File: src/rtl/stage_loader.sv
// stage_loader
//   Copies one stage layout out of the stage ROM into the live brick map at
//   level start. ROM rows 0..ROWS-1 are read in order. Each row is written to
//   the brick map one cycle later, and the breakable bricks are counted as the
//   rows go past.
//
// Ports
//   clock        system clock, all state on the rising edge
//   reset_n      synchronous reset, active-low
//   start        load request, only honoured while idle
//   stage_sel    stage to load, latched when start is accepted
//   busy         high while a load is running (fetch and drain)
//   done         one-cycle pulse once the map and brick_count are final
//   brick_count  number of breakable bricks in the loaded stage
//   rom_enable   stage ROM read enable
//   rom_addr     stage ROM row address
//   rom_stage    stage ROM stage select (latched stage_sel)
//   rom_data     stage ROM row, valid one cycle after the read
//   map_we       brick-map write enable
//   map_addr     brick-map row address
//   map_data     brick-map row data, code c at bits [ROW_W-1-CODE_W*c -: CODE_W]
module stage_loader #(
  parameter int ROWS = 30,
  parameter int COLS = 10,
  parameter int CODE_W = 3,
  parameter logic [CODE_W-1:0] UNBREAKABLE = 3'b111
) (
  input  logic                     clock,
  input  logic                     reset_n,
  input  logic                     start,
  input  logic [1:0]               stage_sel,
  output logic                     busy,
  output logic                     done,
  output logic [8:0]               brick_count,
  output logic                     rom_enable,
  output logic [4:0]               rom_addr,
  output logic [1:0]               rom_stage,
  input  logic [COLS*CODE_W-1:0]   rom_data,
  output logic                     map_we,
  output logic [4:0]               map_addr,
  output logic [COLS*CODE_W-1:0]   map_data
);

  localparam int ROW_W = COLS * CODE_W;
  localparam int SUM_W = $clog2(COLS + 1);
  localparam logic [4:0] LAST_ROW = 5'(ROWS - 1);

  typedef enum logic [1:0] {
    IDLE  = 2'd0,
    FETCH = 2'd1,
    DRAIN = 2'd2,
    DONE  = 2'd3
  } state_t;

  state_t state;
  state_t state_next;

  logic [1:0]        stage_q;
  logic [4:0]        row_cnt;
  logic [SUM_W-1:0]  row_bricks;
  logic [CODE_W-1:0] code;

  // Next-state logic. Start is only looked at in IDLE, so requests made
  // while a load is running or during the done pulse are simply dropped.
  always_comb begin
    state_next = state;
    case (state)
      IDLE:    if (start) state_next = FETCH;
      FETCH:   if (row_cnt == LAST_ROW) state_next = DRAIN;
      DRAIN:   state_next = DONE;
      DONE:    state_next = IDLE;
      default: state_next = IDLE;
    endcase
  end

  // Status and ROM-side outputs come straight from registered state so
  // nothing on the ROM or map interface depends combinationally on start.
  // rom_addr is parked at 0 outside FETCH so it never shows row ROWS.
  always_comb begin
    busy       = (state == FETCH) || (state == DRAIN);
    done       = (state == DONE);
    rom_enable = (state == FETCH);
    rom_addr   = (state == FETCH) ? row_cnt : 5'd0;
    rom_stage  = stage_q;
  end

  // The ROM answers one cycle after the read, so its data is passed straight
  // through to the map in the write cycle. Stage 0 means "no stage": the ROM
  // is still read but every row is written as empty, clearing the map.
  always_comb begin
    map_data = '0;
    if (map_we && (stage_q != 2'b00)) map_data = rom_data;
  end

  // Count the breakable codes in the row being written this cycle.
  always_comb begin
    row_bricks = '0;
    code       = '0;
    for (int c = 0; c < COLS; c++) begin
      code = map_data[ROW_W-1-CODE_W*c -: CODE_W];
      if ((code != '0) && (code != UNBREAKABLE)) row_bricks = row_bricks + 1'b1;
    end
  end

  // Sequential state: FSM register, row counter, the one-cycle write
  // pipeline and the running brick count. A reset mid-load drops straight
  // back to idle with no done pulse.
  always_ff @(posedge clock) begin
    if (!reset_n) begin
      state       <= IDLE;
      stage_q     <= 2'b00;
      row_cnt     <= 5'd0;
      map_we      <= 1'b0;
      map_addr    <= 5'd0;
      brick_count <= 9'd0;
    end else begin
      state    <= state_next;
      map_we   <= (state == FETCH);
      map_addr <= (state == FETCH) ? row_cnt : 5'd0;
      if ((state == IDLE) && start) begin
        stage_q     <= stage_sel;
        row_cnt     <= 5'd0;
        brick_count <= 9'd0;
      end else begin
        if (state == FETCH) row_cnt <= row_cnt + 5'd1;
        if (map_we) brick_count <= brick_count + 9'(row_bricks);
      end
    end
  end

endmodule

File: config.mk
export PLATFORM = sky130hd
export DESIGN_NAME = stage_loader
export DESIGN_NICKNAME = d
export VERILOG_FILES = /design/src/rtl/stage_loader.sv
export SDC_FILE = /design/constraint.sdc
export NUM_CORES = 1
export LEC_CHECK = 0
export BUFFER_PORTS_ARGS = -buffer_cell sky130_fd_sc_hd__buf_2
export CELL_PAD_IN_SITES_DETAIL_PLACEMENT = 1
export CELL_PAD_IN_SITES_GLOBAL_PLACEMENT = 1
export CORE_MARGIN = 2
export CORE_UTILIZATION = 38
export CTS_CLUSTER_SIZE = 20
export DETAILED_ROUTE_END_ITERATION = 8
export PLACE_DENSITY = 0.88
export SLEW_MARGIN = 15
export SYNTH_ARGS = -nofsm -noshare
export SYNTH_HDL_FRONTEND = slang
export SYNTH_SLANG_ARGS = --single-unit
File: constraint.sdc
create_clock -name clock -period 15.5 [get_ports clock]
set_clock_uncertainty 0.1 [all_clocks]
set_input_delay 2.325 -clock clock [delete_from_list [all_inputs] [get_ports clock]]
set_output_delay 2.325 -clock clock [all_outputs]
set_load 0.03 [all_outputs]
==> summary.txt, run 1 <==
Min-delay src - rom_stage[0]
IO Count - 90
Total power divided by cell area - 92.4 nW/um^2
Gr usage total - 0.191
Max cap viols - 0
Final setup TNS - 0 ps
Ranking of synthesized cells by area - dfxtp_1 20%, ha_1 11%, and2_1 9.7%, xnor2_1 7.0%, xor2_1 4.4%
Count leader, synth - and2_1
Vias in the first global route - 2393
DP HPWL - 5440 microns
Worst Setup Start Kind - input pin
Final period utilization - 0.544
Initial antenna violation count - 0
Setup WS post-layout - 7060 ps
DP Worst Slack - 6740 ps
CTS Buf Count - 3
Layout area overhead - 22.3%
Reg area - 480 sq um
R2R Setup Slk - 8510 ps
Asr flop ratio synth - 0
Top cell type's share of synthesized area - 0.202
Synthesis-stage register bit count - 24
Largest net degree at the start of global routing - 50
Synth area leader - dfxtp_1
Fillers - 808
Final min period - 8440 ps
DR iter-0 viols - 79
Antenna-violating nets left - 0
Post-CTS resize count - 0
Number of diodes - 0
Outcome - completed
Vias - 2410
Fin. Hold Viols - 0
Max clock buf depth - 2
Post-synth cell types - 52
TritonCTS clock tree - yes
Most Frequent Cell on Critical Path - ha_1
RSZ-0062 raised after global routing - no
Avg Inst Size Synth - 7.89 sq um
Critical path class - input pin to flop
Synthesized instance count - 301
Critical path origin - rom_data[27]
Yosys warns - 0
Slew HR - 0.476
Setup repair bufs after CTS - 0
Layout cells sized above 1 - 0.285
Num rows - 28
Slowest CP cell - ha_1
Synthesized area - 2370 sq um
# H-tree levels - 1
Drt drc - 0
Worst skew pair latency - 260 ps
Worst EP required - 15540 ps
Max incr delay on CP - 420 ps
Worst r2r dst - brick_count[8]
Commonest cells in the netlist - 37 x and2_1, 27 x nor2_1, 24 x dfxtp_1
Final WL - 6570 microns
Final setup violation count - 0
Critical path peak fanout - 7
Worst Hold Path EP - rom_stage[0]
Area of the die - 6900 sq um
Die span in x - 83.1 microns
Hold Crit Class - flop to flop
Sequential-to-total area share from yosys stat - 0.202
Depth of the worst register-to-register path - 32
Post-Route Utilization - 0.485
Multi-input logic area - 1780 sq um
Hold-fix buffers, CTS - 0
P_leak - 1.45 nW
Hold path depth - 2
Gpl congestion - 0.873
Global-route wire length before repair - 11300 microns
Pins over their slew limit - 0
Synth Net Count - 358
Worst slew pin tran - 783 ps
Remaining global-route overflow - 0
VDD IR max - 86.6 uV
EDFF count, synth - 0
Final instance area - 2910 sq um
Layout Nets - 441
Die Ht - 83.1 microns
WL/cell - 14.4 microns
Root Driver - clkbuf_8
Worst flop-to-flop path startpoint - map_we
PortBufs - 89
Dominant synthesized flop cell - dfxtp_1
Drt pass-1 iters - 4
Fmax - 119 MHz
Vias/cell - 5.27
Core area - 5990 sq um
Crit path capture type - flop
Initial core utilization - 0.396
Clock sinks - 24
Clk slew on worst S/H paths - 80 ps
Critical path arrival - 8470 ps
Post-Place Cell Area - 2860 sq um
## cells by family after synthesis
group / count (synthesis) / share of synthesized area
AND/OR/NAND/NOR: 139 / 0.324
buffers and inverters: 29 / 0.0495
XOR/XNOR: 34 / 0.138
adder cells (fa/ha/maj): 22 / 0.119
flip-flops: 24 / 0.202
AO/OA/AOI/OAI: 49 / 0.150
multiplexers: 4 / 0.0174
## critical path, delay by kind of cell
kind                       cells  cell delay (ps)
and+or+nand+nor               10             1600
AOI/OAI and AO/OA              5              930
xor gates and xnor gates       8             1460
adders and majority gates      6             1830
buffers and inverters          3              300
## per-layer routing
metal / track usage / wire (microns) / vias to the layer above
met5: 0 / 0 / -
met2: 0.346 / 3270 / 55
li1: - / - / 1208
met3: 0.0268 / 293 / 6
met4: 0.0432 / 68 / 0
met1: 0.237 / 2940 / 1141
## stage by stage
stage / power [mW] / hold WS, ps / instances
floorplan: 0.198 / 400 / 301
global placement: 0.228 / 394 / 454
detailed placement: 0.235 / 398 / 454
CTS: 0.272 / 413 / 457
global route: 0.291 / 432 / 457
finish: 0.268 / 414 / 457
## layout make-up
type	count	area share
multi-input combinational	248	0.612
timing repair buffer	89	0.153
sequential	24	0.165
tap	75	0.0323
inverter	18	0.0233
clock buffer	3	0.0142
## power breakdown
group | total, mW | internal [mW] | switching [mW]
logic | 0.154 | 0.0563 | 0.0974
registers | 0.0792 | 0.0687 | 0.0104
clock network | 0.0355 | 0.0173 | 0.0182
total | 0.268 | 0.142 | 0.126
## worst max-delay path by stage
stage / to / slack (ps)
after global routing: brick_count[8] / 6590
after CTS: brick_count[7] / 7020
after detailed placement: brick_count[7] / 6740
after floorplan: brick_count[7] / 7280
final: brick_count[8] / 7060
after global placement: brick_count[7] / 7050
## sequential cells by signal (all words and copies together) (netlist names)
| name | count |
|---|---|
| map_addr | 5 |
| map_we | 1 |
| state | 2 |
| rom_stage | 2 |
| row_cnt | 5 |
| brick_count | 9 |
## placed cells by master (no fill, tap or decap), drive strengths merged, types with 2 or more instances in the layout
master	netlist	final
mux2i	3	3
clkbuf	6	3
o21a	3	3
o211ai	2	2
nor3	5	5
xnor2	21	21
xor2	12	12
a211oi	5	5
nand2	17	17
and3	11	11
dfxtp	24	24
a31oi	6	6
a21oi	9	9
inv	18	18
nand3	20	20
buf	5	89
nor2b	4	4
nor2	27	27
o21ai	8	8
and2	37	37
or3	8	8
o31ai	5	5
nand4	6	6
ha	21	21
Note: power is estimated with default switching activity, not from simulation.
==> inputs of run 2 (changes only) <==
--- a/config.mk
+++ b/config.mk
@@ -9,10 +9,10 @@
 export CELL_PAD_IN_SITES_DETAIL_PLACEMENT = 1
 export CELL_PAD_IN_SITES_GLOBAL_PLACEMENT = 1
 export CORE_MARGIN = 2
-export CORE_UTILIZATION = 38
+export CORE_UTILIZATION = 35
 export CTS_CLUSTER_SIZE = 20
 export DETAILED_ROUTE_END_ITERATION = 8
-export PLACE_DENSITY = 0.88
+export PLACE_DENSITY = 0.82
 export SLEW_MARGIN = 15
 export SYNTH_ARGS = -nofsm -noshare
 export SYNTH_HDL_FRONTEND = slang
==> constraint.sdc (replaced) <==
create_clock -name clock -period 8.5 [get_ports clock]
set_clock_uncertainty 0.1 [all_clocks]
set_input_delay 1.275 -clock clock [delete_from_list [all_inputs] [get_ports clock]]
set_output_delay 1.275 -clock clock [all_outputs]
set_load 0.03 [all_outputs]
==> summary.txt, run 2 (synthesized netlist as in run 1, its figures left out) <==
R2R Setup Slk - 1480 ps (-7030 ps)
Vias - 2360 (-2.1%)
CP bufs+invs - 3 (unchanged)
Layout area overhead - 23.9%
CTS Buf Count - 3 (unchanged)
Final instance area - 2940 sq um (+1.2%)
Drt drc - 0 (unchanged)
Hold-fix buffers, CTS - 0 (unchanged)
Crit path max-delay family - adder cells
Post-Route Utilization - 0.440 (-0.0447)
Die Ht - 86.4 microns (+4.0%)
Worst skew pair latency - 260 ps (about the same)
VDD IR max - 159 uV (+84%)
Global-route wire length before repair - 10300 microns (-8.8%)
Max clock buf depth - 2 (unchanged)
Slew HR - 0.553 (+0.0770)
Layout Nets - 441 (unchanged)
Number of diodes - 0 (unchanged)
Antenna-violating nets left - 0 (unchanged)
P_leak - 1.47 nW (+0.97%)
Area of the die - 7460 sq um (+8.1%)
Clk slew on worst S/H paths - 90 ps (about the same)
# H-tree levels - 1 (unchanged)
Largest net degree at the start of global routing - 50 (unchanged)
Vias in the first global route - 2320 (-3.1%)
Final setup violation count - 0 (unchanged)
Vias/cell - 5.10 (-3.3%)
Max cap viols - 0 (unchanged)
Regs by FF count - brick_count (9), map_addr (5), row_cnt (5)
Most Frequent Cell on Critical Path - ha_1
Crit path capture type - flop
Layout cells sized above 1 - 0.287 (+0.00187)
Reg area - 480 sq um (unchanged)
Pins over their slew limit - 0 (unchanged)
TritonCTS clock tree - yes
Critical path class - input pin to flop
Outcome - completed
Drt pass-1 iters - 4 (unchanged)
Max incr delay on CP - 430 ps (about the same)
Slowest CP cell - ha_1
Die span in x - 86.4 microns (+4.0%)
Post-CTS resize count - 0 (unchanged)
DR iter-0 viols - 32 (-59%)
Initial core utilization - 0.355 (-0.0410)
Gr usage total - 0.164 (-0.0264)
Num rows - 30 (+7.1%)
Post-Place Cell Area - 2870 sq um (+0.22%)
Worst slew pin tran - 668 ps (-115 ps)
Setup repair bufs after CTS - 0 (unchanged)
DP HPWL - 5110 microns (-6.1%)
Gpl congestion - 0.888 (+1.7%)
Initial antenna violation count - 0 (unchanged)
Critical path arrival - 7420 ps (-1050 ps)
Critical path peak fanout - 7 (unchanged)
Largest Register - brick_count
Total power divided by cell area - 178 nW/um^2 (+92%)
Remaining global-route overflow - 0 (unchanged)
Fillers - 866 (+7.2%)
Final period utilization - 0.868
Final WL - 6210 microns (-5.5%)
Multi-input logic area - 1780 sq um (unchanged)
Fmax - 136 MHz
DP Worst Slack - 843 ps (-5900 ps)
Root Driver - clkbuf_8
Most common cell after layout, fill and taps aside - buf_2
RSZ-0062 raised after global routing - no
Max FFs per register - 9 (unchanged)
WL/cell - 13.4 microns (-6.8%)
PortBufs - 89 (unchanged)
Hold Crit Class - flop to flop
Clock sinks - 24 (unchanged)
Fin. Hold Viols - 0 (unchanged)
Setup WS post-layout - 1120 ps (-5940 ps)
Core area - 6680 sq um (+12%)
Worst Setup Start Kind - input pin
Final setup TNS - 0 ps (unchanged)
Final min period - 7380 ps
Worst EP required - 8540 ps (-7000 ps)
IO Count - 90 (unchanged)
Most frequent cells in the layout - 89 x buf_2, 37 x and2_1, 27 x nor2_1
-- run 2: cell count changes in the layout (fill, tap and decap cells not counted) --
cell,previous run,this run
bufinv_16,0,1
-- run 2: through the flow --
stage	instances	hold WS, ps	total power, mW
after floorplan	301	400	0.362
after global placement	459	392	0.415
after detailed placement	459	405	0.427
after CTS	463	421	0.528
after global routing	463	445	0.563
final	463	422	0.523
-- run 2: worst paths after layout --
kind / to / from / cells after the start
max: brick_count[7] / rom_data[27] / 30
min: brick_count[8] / brick_count[8] / 2
max reg2reg: brick_count[7] / map_we / 30
min reg2reg: brick_count[8] / brick_count[8] / 2
-- run 2: tightest hold or removal path, delay by kind of cell (launching register included) --
kind | cells | cell delay, ps
xor+xnor | 1 | 70
flops | 1 | 340
simple gates | 1 | 70
-- run 2: routing by layer --
| layer | vias to the layer above | part of all wire | global-route usage |
|---|---|---|---|
| met5 | - | 0 | 0 |
| met4 | 0 | 0.0082 | 0.0298 |
| met3 | 6 | 0.059 | 0.0295 |
| met2 | 65 | 0.49 | 0.303 |
| met1 | 1080 | 0.44 | 0.200 |
| li1 | 1209 | - | - |
-- run 2: power breakdown --
group          leakage, nW  internal, mW  switching (mW)
registers            0.194         0.125          0.0195
logic                 1.24         0.103           0.176
clock network       0.0357        0.0629          0.0357
total                 1.47         0.291           0.231
-- run 2: area by class of cell --
type,count,share of cell area
Clock buffer,3,0.0140
Clock inverter,1,0.0102
Timing Repair Buffer,89,0.151
Sequential cell,24,0.163
Multi-Input combinational cell,248,0.604
Tap cell,80,0.0340
Inverter,18,0.0230
==> inputs of run 3 (changes only) <==
==> config.mk (replaced) <==
export PLATFORM = sky130hd
export DESIGN_NAME = stage_loader
export DESIGN_NICKNAME = d
export VERILOG_FILES = /design/src/rtl/stage_loader.sv
export SDC_FILE = /design/constraint.sdc
export NUM_CORES = 1
export LEC_CHECK = 0
export ABC_AREA = 1
export BUFFER_PORTS_ARGS = -buffer_cell sky130_fd_sc_hd__buf_2
export CELL_PAD_IN_SITES_DETAIL_PLACEMENT = 1
export CELL_PAD_IN_SITES_GLOBAL_PLACEMENT = 1
export CORE_MARGIN = 2
export CORE_UTILIZATION = 34
export CTS_CLUSTER_SIZE = 20
export DETAILED_ROUTE_END_ITERATION = 8
export PLACE_DENSITY = 0.83
export SYNTH_ARGS = -nofsm -noshare
export SYNTH_HDL_FRONTEND = slang
export SYNTH_SLANG_ARGS = --single-unit
==> summary.txt, run 3 <==
Commonest cells in the netlist - 90 x inv_1, 90 x nand2_1, 62 x nor2_1
Critical path class - input pin to flop
Fillers - 1083 (+25%)
Gpl congestion - 0.859 (-3.2%)
Top cell type's share of synthesized area - 0.182 (-0.0207)
Synth area leader - dfxtp_1
Die span in x - 92.2 microns (+6.8%)
Slew HR - 0.662 (+0.109)
Vias/cell - 4.74 (-7.0%)
Layout cells sized above 1 - 0.274 (-0.0134)
CTS Buf Count - 3 (unchanged)
Layout Nets - 584 (+32%)
Setup repair bufs after CTS - 0 (unchanged)
Asr flop ratio synth - 0 (unchanged)
Sequential-to-total area share from yosys stat - 0.182 (-0.0207)
Max incr delay on CP - 340 ps (-90 ps)
Core area - 7650 sq um (+14%)
Hold path depth - 2 (unchanged)
Remaining global-route overflow - 0 (unchanged)
Critical path peak fanout - 4 (-3)
Ranking of synthesized cells by area - dfxtp_1 18%, inv_1 13%, nand2_1 13%, ha_1 9.9%, nor2_1 8.8%
Initial core utilization - 0.346 (-0.00955)
Hold Crit Class - flop to flop
PortBufs - 89 (unchanged)
Num rows - 32 (+6.7%)
RSZ-0062 raised after global routing - no
Post-synth cell types - 38 (-27%)
Most Frequent Cell on Critical Path - nand2_1
Slowest CP cell - o21ai_0
Clock sinks - 24 (unchanged)
Avg Inst Size Synth - 6.04 sq um (-23%)
R2R Setup Slk - 1380 ps (-100 ps)
Antenna-violating nets left - 0 (unchanged)
Drt drc - 0 (unchanged)
Max clock buf depth - 2 (unchanged)
Global-route wire length before repair - 13000 microns (+26%)
Crit path capture type - flop
Worst r2r dst - brick_count[7]
IO Count - 90 (unchanged)
Clk slew on worst S/H paths - 80 ps (about the same)
Synthesized instance count - 438 (+46%)
Synthesized area - 2650 sq um (+11%)
Yosys warns - 0 (unchanged)
Most Crowded Layer GR - met2
Gr usage total - 0.181 (+0.0167)
Met1 usage in global routing - 0.219 (+0.0194)
Initial antenna violation count - 0 (unchanged)
TritonCTS clock tree - yes
Fmax - 139 MHz (+2.7%)
Largest net degree at the start of global routing - 33 (-34%)
Final min period - 7180 ps (-195 ps)
Worst slew pin tran - 506 ps (-161 ps)
Max FFs per register - 9 (unchanged)
Regs by FF count - brick_count (9), map_addr (5), row_cnt (5)
Final setup TNS - 0 ps (unchanged)
Dominant synthesized flop cell - dfxtp_1
Post-CTS resize count - 0 (unchanged)
Worst Setup Start Kind - input pin
DR iter-0 viols - 57 (+78%)
Area of the die - 8500 sq um (+14%)
Min-delay src - brick_count[0]
Worst EP required - 8610 ps (+70 ps)
Critical path arrival - 7300 ps (-120 ps)
Final period utilization - 0.845 (-0.0229)
Fin. Hold Viols - 0 (unchanged)
Total power divided by cell area - 201 nW/um^2 (+13%)
P_leak - 2.00 nW (+36%)
Depth of the worst register-to-register path - 44 (+47%)
Die Ht - 92.2 microns (+6.8%)
Worst Hold Path EP - brick_count[0]
WL/cell - 12.4 microns (-7.9%)
Final setup violation count - 0 (unchanged)
Synth Net Count - 495 (+38%)
Layout area overhead - 23.3%
Max cap viols - 0 (unchanged)
VDD IR max - 153 uV (-3.9%)
Number of diodes - 0 (unchanged)
Pins over their slew limit - 0 (unchanged)
Largest Register - brick_count
Post-Route Utilization - 0.427 (-0.0137)
Vias - 2976 (+26%)
Worst skew pair latency - 260 ps (about the same)
Hold-fix buffers, CTS - 0 (unchanged)
Outcome - completed
Met2 Use GR - 0.346 (+0.0434)
# H-tree levels - 1 (unchanged)
Synthesis-stage register bit count - 24 (unchanged)
Final WL - 7760 microns (+25%)
Root Driver - clkbuf_8
DP HPWL - 6700 microns (+31%)
Drt pass-1 iters - 4 (unchanged)
Worst flop-to-flop path startpoint - map_we
GRT met3 Usage - 0.0181 (-0.0114)
EDFF count, synth - 0 (unchanged)
Most frequent cells in the layout - 90 x inv_1, 90 x nand2_1, 89 x buf_2
Critical path origin - rom_data[25]
Vias in the first global route - 3006 (+30%)
## run 3: worst max-delay path by stage
stage / slack, ps / cells after the start / to
finish: 1320 / 45 / brick_count[7]
global route: 610 / 43 / brick_count[7]
CTS: 1290 / 45 / brick_count[7]
detailed placement: 1040 / 45 / brick_count[7]
global placement: 1490 / 45 / brick_count[7]
floorplan: 1430 / 43 / brick_count[7]
## run 3: power breakdown
| part | leakage (nW) | switching (mW) | internal [mW] | total (mW) |
|---|---|---|---|---|
| logic | 1.77 | 0.289 | 0.126 | 0.415 |
| clock network | 0.0357 | 0.0361 | 0.0629 | 0.0990 |
| registers | 0.195 | 0.0178 | 0.126 | 0.144 |
| total | 2.00 | 0.343 | 0.314 | 0.657 |
## run 3: worst max-delay path, delay by kind of cell
kind            cells  cell delay [ps]
compound gates      5             1210
buf+inv             7              490
fa+ha+maj           6             1720
simple gates       27             2570
## run 3: final cells by class
cell class                 instances  area (sq um)  area share
clock inverter                     1          30.0     0.00921
sequential                        24           480       0.147
tap                              102           128      0.0391
inverter                          98           370       0.114
multi-input combinational        311          1770       0.542
clock buffer                       3          41.3      0.0127
timing repair buffer              89           445       0.137
## run 3: per-layer routing
metal | vias up | part of all wire | routed length (microns)
li1 | 1521 | - | -
met1 | 1395 | 0.45 | 3500
met2 | 56 | 0.50 | 3920
met3 | 4 | 0.038 | 293
met4 | 0 | 0.0062 | 48
met5 | - | 0 | 0
## run 3: cells by family after synthesis
logic type | count (synthesis) | share of synthesized area
fa+ha+maj | 22 | 0.107
compound gates | 43 | 0.0974
flops | 24 | 0.182
buf+inv | 103 | 0.150
simple gates | 242 | 0.447
xor+xnor | 4 | 0.0161
## run 3: metrics by stage
| stage | area, sq um | std cells | power (mW) | worst slack (ps) | hold slack, ps |
|---|---|---|---|---|---|
| 2_1_floorplan | 2650 | 438 | 0.463 | 1430 | 357 |
| 3_3_place_gp | 3190 | 624 | 0.539 | 1490 | 365 |
| 3_5_place_dp | 3190 | 624 | 0.562 | 1040 | 381 |
| 4_1_cts | 3260 | 628 | 0.664 | 1290 | 394 |
| 5_1_grt | 3260 | 628 | 0.721 | 609 | 416 |
| 6_report | 3260 | 628 | 0.657 | 1320 | 393 |
